**config.mk**
```make
export PLATFORM = sky130hd
export DESIGN_NAME = obj_shift_lbuf
export DESIGN_NICKNAME = d
export VERILOG_FILES = /design/src/rtl/obj_shift_lbuf.sv
export SDC_FILE = /design/constraint.sdc
export NUM_CORES = 1
export LEC_CHECK = 0
export ABC_AREA = 0
export BUFFER_PORTS_ARGS = -buffer_cell sky130_fd_sc_hd__buf_2
export CAP_MARGIN = 20
export CELL_PAD_IN_SITES_DETAIL_PLACEMENT = 0
export CELL_PAD_IN_SITES_GLOBAL_PLACEMENT = 1
export CORE_ASPECT_RATIO = 1.2
export CORE_MARGIN = 3
export CORE_UTILIZATION = 41
export DETAILED_ROUTE_END_ITERATION = 6
export GPL_ROUTABILITY_DRIVEN = 0
export PLACE_DENSITY_LB_ADDON = 0.1
export RECOVER_POWER = 100
export SYNTH_ARGS = -nofsm -noshare
export SYNTH_HDL_FRONTEND = slang
export SYNTH_SLANG_ARGS = --single-unit
```
**constraint.sdc**
```tcl
create_clock -name clk -period 3.07 [get_ports clk]
set_input_delay 0.1535 -clock clk [delete_from_list [all_inputs] [get_ports clk]]
set_output_delay 0.1535 -clock clk [all_outputs]
set_load 0.01 [all_outputs]
```
**src/rtl/obj_shift_lbuf.sv**
```systemverilog
// Object pixel stage: serialises 4-plane ROM bytes into pixels (with horizontal flip) and
// writes opaque pixels into one half of an A/B line buffer while displaying and erasing the other.
module obj_shift_lbuf #(
  parameter int XW    = 9,
  parameter int PIXW  = 4,
  parameter int BANKW = 4
) (
  input  logic                  clk,
  input  logic                  reset,
  input  logic                  cen,
  input  logic                  pload_rshiftn,
  input  logic                  rl_sel,
  input  logic                  ab_sel,
  input  logic                  vdg,
  input  logic                  g15_ce,
  input  logic                  x_load,
  input  logic [XW-1:0]         x_start,
  input  logic [PIXW*8-1:0]     rom_data,
  input  logic [BANKW-1:0]      bank,
  input  logic [XW-1:0]         hcount,
  output logic                  lb_a_we,
  output logic [XW-1:0]         lb_a_addr,
  output logic [BANKW+PIXW-1:0] lb_a_wdata,
  input  logic [BANKW+PIXW-1:0] lb_a_rdata,
  output logic                  lb_b_we,
  output logic [XW-1:0]         lb_b_addr,
  output logic [BANKW+PIXW-1:0] lb_b_wdata,
  input  logic [BANKW+PIXW-1:0] lb_b_rdata,
  output logic [BANKW+PIXW-1:0] obj_pix
);

  localparam int DW = BANKW + PIXW;

  logic [PIXW*8-1:0] shifter, shifter_nx;
  logic [BANKW-1:0]  bank_q;
  logic              flip_q;
  logic [3:0]        remaining;
  logic [XW-1:0]     xcnt;
  logic [PIXW-1:0]   pixel;

  // Registered write requests; sel encodes the target buffer (0 = A, 1 = B).
  logic              sp_v, sp_sel;
  logic [XW-1:0]     sp_addr;
  logic [DW-1:0]     sp_data;
  logic              er_v, er_sel;
  logic [XW-1:0]     er_addr;
  logic              disp_sel, rd_valid;
  logic [XW-1:0]     disp_addr;

  logic do_load, do_shift, issue;
  logic a_sp, b_sp, a_er, b_er;

  // flip_q=1 takes bit 7 of each plane and shifts left; flip_q=0 takes bit 0 and shifts right.
  always_comb begin
    pixel      = '0;
    shifter_nx = '0;
    for (int p = 0; p < PIXW; p++) begin
      if (remaining != 4'd0)
        pixel[p] = flip_q ? shifter[8*p+7] : shifter[8*p];
      shifter_nx[8*p +: 8] = flip_q ? {shifter[8*p +: 7], 1'b0}
                                    : {1'b0, shifter[8*p+1 +: 7]};
    end
  end

  assign do_load  = cen & ~pload_rshiftn;
  assign do_shift = cen &  pload_rshiftn;
  assign issue    = do_shift & vdg & (pixel != '0);

  // NOTE: every register below uses <= so all updates see pre-edge values of each other.
  always_ff @(posedge clk or posedge reset) begin
    if (reset) begin
      shifter   <= '0;
      bank_q    <= '0;
      flip_q    <= 1'b0;
      remaining <= '0;
      xcnt      <= '0;
      sp_v      <= 1'b0;
      sp_sel    <= 1'b0;
      sp_addr   <= '0;
      sp_data   <= '0;
      er_v      <= 1'b0;
      er_sel    <= 1'b0;
      er_addr   <= '0;
      disp_sel  <= 1'b0;
      disp_addr <= '0;
      rd_valid  <= 1'b0;
      obj_pix   <= '0;
    end else begin
      if (do_load) begin
        shifter   <= rom_data;
        bank_q    <= bank;
        flip_q    <= rl_sel;
        remaining <= 4'd8;
      end else if (do_shift && remaining != 4'd0) begin
        shifter   <= shifter_nx;
        remaining <= remaining - 4'd1;
      end

      if (cen) begin
        if (x_load)      xcnt <= x_start;
        else if (g15_ce) xcnt <= xcnt + 1'b1;
      end

      // Strobes are one clk wide regardless of the cen rate.
      sp_v <= issue;
      if (issue) begin
        sp_sel  <= ab_sel;
        sp_addr <= xcnt;
        sp_data <= {bank_q, pixel};
      end

      // Erase lands in the clk after obj_pix captures the slot being erased.
      er_v <= cen & rd_valid;
      if (cen) begin
        er_sel    <= disp_sel;
        er_addr   <= disp_addr;
        disp_sel  <= ~ab_sel;
        disp_addr <= hcount;
        rd_valid  <= 1'b1;
        if (rd_valid) obj_pix <= disp_sel ? lb_b_rdata : lb_a_rdata;
      end
    end
  end

  // A sprite write to the buffer being erased wins; that erase is dropped.
  assign a_sp = sp_v & ~sp_sel;
  assign b_sp = sp_v &  sp_sel;
  assign a_er = er_v & ~er_sel & ~a_sp;
  assign b_er = er_v &  er_sel & ~b_sp;

  assign lb_a_we    = a_sp | a_er;
  assign lb_a_addr  = a_sp ? sp_addr : (a_er ? er_addr : disp_addr);
  assign lb_a_wdata = a_sp ? sp_data : '0;
  assign lb_b_we    = b_sp | b_er;
  assign lb_b_addr  = b_sp ? sp_addr : (b_er ? er_addr : disp_addr);
  assign lb_b_wdata = b_sp ? sp_data : '0;

endmodule
```
Yosys cells after proc, flatten, opt, wreduce, memory -nomap -nowiden
Cells that the tools add are included.
{"block": "word_totals", "ff_bits": 99, "in_bits": 79, "output_inout_bits": 44, "elab_cells": 69}
{"block": "classes", "addsub": 2, "n_mux": 25, "n_bitwise": 19, "n_reduce_logical": 7}
{"operator": "32-bit 2-to-1 mux", "n": 2}
{"operator": "8-bit 2-to-1 mux", "n": 7}
{"operator": "9-bit 2-to-1 mux", "n": 6}
{"operator": "1-bit bitwise AND", "n": 11}
{"operator": "9-bit by 1-bit adder with 9-bit output, second input constant", "n": 1}
{"operator": "1-bit 2-to-1 mux", "n": 8}
{"operator": "4-bit 2-to-1 mux", "n": 2}
{"operator": "4-bit nonzero test", "n": 2}
{"operator": "1-bit inverter", "n": 6}
{"operator": "2-bit AND reduction", "n": 2}
{"operator": "2-bit nonzero test", "n": 2}
{"operator": "4-bit by 1-bit subtractor with 4-bit output, second input constant", "n": 1}
{"operator": "1-bit OR", "n": 2}
{"operator": "1-bit logical AND", "n": 1}

Longest topological paths before layout
{"block": "logic_depth", "word_depth": 6, "mapped_depth": 8, "depth_no_buf": 6}

Worst setup path before layout
OpenSTA, ideal clock, no wires.
{"block": "synth_timing", "path_type": "flip-flop to flip-flop", "startpoint": "reg remaining[0]", "endpoint": "reg sp_addr[0]", "setup_time_ns": 0.125, "arrival_time_ns": 1.929, "required_ns": 2.945, "setup_slack_ns": 1.016, "stages_incl_launch_ff": 8, "path_buffers": 1, "path_cell_list": "dfrtp_1 inv_1 ha_1 nor3b_2 or2_1 nor3_4 buf_12 mux2_4"}
{"block": "synth_between", "elab_chain_cells": 4, "elab_cells_between_ends": 7, "classes_between": "mux (4); bitwise (1); reduce/logical (2)"}
{"item": "start: declaration", "line": "37", "source": "logic [3:0] remaining;"}
{"item": "start signal: assignment", "line": "96", "source": "remaining <= remaining - 4'd1;"}
{"item": "4-bit nonzero test (*)", "line": "58", "source": "if (remaining != 4'd0)"}
{"item": "1-bit 2-to-1 mux", "line": "58"}
{"item": "4-bit nonzero test (*)", "line": "67", "source": "assign issue = do_shift & vdg & (pixel != '0);"}
{"item": "1-bit bitwise AND (*)", "line": "67"}
{"item": "named net issue", "line": "50", "source": "logic do_load, do_shift, issue;"}
{"item": "end signal: assignment", "line": "108", "source": "sp_addr <= xcnt;"}
{"item": "end: declaration", "line": "43", "source": "logic [XW-1:0] sp_addr;"}
Mark *: on every way through the listed nets, which the timed path passes. The rest lies on a longest branch.
A chain may end at the register's enable or synchronous reset.

Worst setup path after layout
{"block": "layout_timing", "startpoint": "reg sp_v", "endpoint": "out lb_a_addr[1]"}
{"block": "layout_between", "elab_chain_cells": 5}
{"item": "start: declaration", "line": "42", "source": "logic sp_v, sp_sel;"}
{"item": "start signal: assignment", "line": "105", "source": "sp_v <= issue;"}
{"item": "1-bit bitwise AND (*)", "line": "126", "source": "assign a_sp = sp_v & ~sp_sel;"}
{"item": "1-bit inverter", "line": "128", "source": "assign a_er = er_v & ~er_sel & ~a_sp;"}
{"item": "1-bit bitwise AND", "line": "128"}
{"item": "9-bit 2-to-1 mux", "line": "132", "source": "assign lb_a_addr = a_sp ? sp_addr : (a_er ? er_addr : disp_addr);"}
{"item": "9-bit 2-to-1 mux (*)", "line": "132"}
{"item": "end: declaration", "line": "22", "source": "output logic [XW-1:0] lb_a_addr,"}
Every way passes the cells marked *; elsewhere a longest branch is shown, timed or not.

==> results.cfg <==
[status]
status = complete, but fails checks
violations = max-capacitance violations, max-slew violations

[global_routing]
antenna_found_initial = 1
grt_usage_pct = 18.3
grt_first_pass_wirelength_um = 20300
grt_pass1_vias = 4042
grt_overflow_total = 0
grt_max_degree = 62

[setup_path]
r2r_slack_ns = 0.72
endpoint_kind = output pin
cp.required_ns = 2.92
slowest_stage = clkbuf_1
cp_top_family = buffers and inverters
path_buf_inv = 2
crit_top_cell = clkbuf_1
cp_cell_sequence = nor2b_1 -> clkbuf_1 -> o21ai_0 -> clkbuf_1
path_max_fanout = 23
max_stage_delay_ns = 0.68
critPathArrivalTime_ns = 2.28
startpoint_type = register
path_class = register to output pin

[cells_and_area]
fin_util_pct = 50.3
nets = 719
n_antenna_cell = 0
drive_above_1_share_pct = 22.4
instances_no_fill = 804
ff_latch_area_um2 = 2480
nFillCells = 1235
multi_input_area_um2 = 2480
area_delta_synth_final_pct = 18.3

[routing]
via_count = 4177
drt_wl_total_um = 12300
drt_iter0_drc = 193
drtAntennaViolNets = 0
drt-wirelength-per-cell_um = 15.3
drc = 0
first_pass_iters = 5
vias_per_cell = 5.20

[placed_design]
hpwl_um = 8610
place_ws_ns = 0.985
io_buffers = 122
dp_cells = 782

[logic_synthesis]
syn_inst = 529
yosysSeqAreaShare_pct = 47.7
ys_types = 45
synth_fp_nets = 610
synth_edf_count = 0
yosys.area.top_type = dfrtp_1
ys_warn_count = 0
synth_most_common_cell = dfrtp_1
avgSynthCellArea_um2 = 9.82
yosys-top-cells-area = dfrtp_1 48%, mux2i_1 6.5%, mux2_2 6.1%
synth_seq_cells = 99
synth.top_cell.area_share_pct = 47.7
yosys-top-cells-count = 99 x dfrtp_1, 66 x nand2_1, 54 x nor2_1
synth_async_sr_flop_share_pct = 100
synth_area_um2 = 5200
synth-main-ff-cell = dfrtp_1

[floorplanning]
num_rows = 44
die_height_um = 129
core_um2 = 12200
die_area_um2 = 14100
die_w_um = 109
pin_count = 123
initial_core_util_pct = 42.5

[sta]
maxSlewViolCount = 47
finalSetupViolCount = 0
setup_total_negative_slack_ns = 0
hold_viol = 0
skew_ns = 0.00647
rsz0062_at_grt = no
tightestPinTransition_ns = 1.85
min_period_ns = 2.43
fmax_mhz = 412
holdWs_ns = 0.0123
setup_ws_ns = 0.640
slew_headroom_pct = -23.7
period_share_pct = 79.1

[clock_network]
clock_sinks = 99
cts-root-buf = clkbuf_16
cts-buffers-inserted = 9
htreeDepth = 3
clk_pin_slew_ns = 0.06
cts.repair.resized = 0
clk_latency_ns = 0.34
clock_path_buffers = 2
cts_tree = yes

[hold_path]
hp-class = primary input to register

[power_and_ir_drop]
pwr_density_cell_nw_per_um2 = 626
p_leak_nw = 2.74
vdd.ir_drop.worst_mv = 0.260

[run]
cap_violations = 1
tightest hold or removal path: stages:
cell     delay [ns]
buf_2          0.07
nand2_1        0.04
o31ai_1        0.05
placed cells by master (no fill, tap or decap), types with 2 or more instances in the layout:
master / instances
a32oi_1: 4
mux2i_1: 34
and2b_1: 3
o31ai_1: 25
ha_1: 2
or3_1: 4
nand2_1: 66
nor2b_1: 24
a31oi_1: 4
o21ai_0: 23
clkbuf_16: 9
nand3b_1: 4
nor2_1: 53
inv_1: 7
mux2_1: 9
clkbuf_2: 2
nand3_1: 10
clkbuf_1: 40
or2_2: 2
a211oi_1: 24
buf_2: 84
and3_1: 8
dlygate4sd3_1: 6
mux2_2: 28
a21oi_1: 30
dfrtp_1: 98
and2_0: 8
buf_4: 5
clkinv_2: 5
sequential cells by signal (all words and copies together), names as in the netlist:
signal and flops:
xcnt 9, flip_q 1, disp_sel 1, bank_q 4
sp_sel 1, shifter 32, obj_pix 8, remaining 4
er_addr 9, sp_v 1, rd_valid 1, er_v 1
er_sel 1, sp_data 8, sp_addr 9, disp_addr 9
path summary, 6_finish.rpt:
kind / startpoint / endpoint / depth (start not counted)
min in group asynchronous: reset / shifter[6] / 3
max in group asynchronous: reset / flip_q / 3
hold / removal: rom_data[3] / shifter[3] / 3
setup / recovery: sp_v / lb_a_addr[1] / 4
setup reg to reg: remaining[0] / shifter[28] / 7
hold reg to reg: rd_valid / rd_valid / 1
kinds of logic after synthesis:
| family | after synthesis | share of synthesized area (%) |
|---|---|---|
| AND/OR/NAND/NOR | 195 | 18.3 |
| AO/OA/AOI/OAI | 116 | 14.4 |
| flip-flops | 99 | 47.7 |
| multiplexers | 71 | 15.2 |
| buffers and inverters | 46 | 3.90 |
| adder cells (fa/ha/maj) | 2 | 0.482 |
power breakdown:
group	switching [mW]	total (mW)	leakage, nW	internal [mW]
registers	0.299	1.92	1.17	1.62
clock network	0.464	1.01	0.132	0.542
logic	0.481	0.928	1.44	0.447
stage by stage:
step                power [mW]  area (um^2)
floorplan                 2.60         5200
global placement          2.91         5930
detailed placement        2.95         5930
CTS                       3.98         6240
global route              4.14         6150
finish                    3.85         6150
layout make-up:
cell class                      instances  share of cell area, %
Sequential cell                        99                   40.3
Tap cell                              161                   3.28
Clock buffer                           10                   3.72
Inverter                                7                  0.427
Timing Repair Buffer                  137                   11.3
Multi-Input combinational cell        384                   40.4
Clock inverter                          6                  0.529
routing by layer:
metal / vias to the layer above / wire (um) / track usage [%] / part of all wire (%)
li1: 2083 / - / - / -
met1: 1982 / 5420 / 24.8 / 44
met2: 100 / 6020 / 29.1 / 49
met3: 10 / 658 / 4.09 / 5.4
met4: 2 / 174 / 5.94 / 1.4
met5: - / 7 / 0 / 0.057
timing repair:
action	in CTS	in global routing
hold buffers	5	1
buffers inserted	0	0
hold endpoints to repair	50	1
Note: power is estimated with default switching activity, not from simulation.
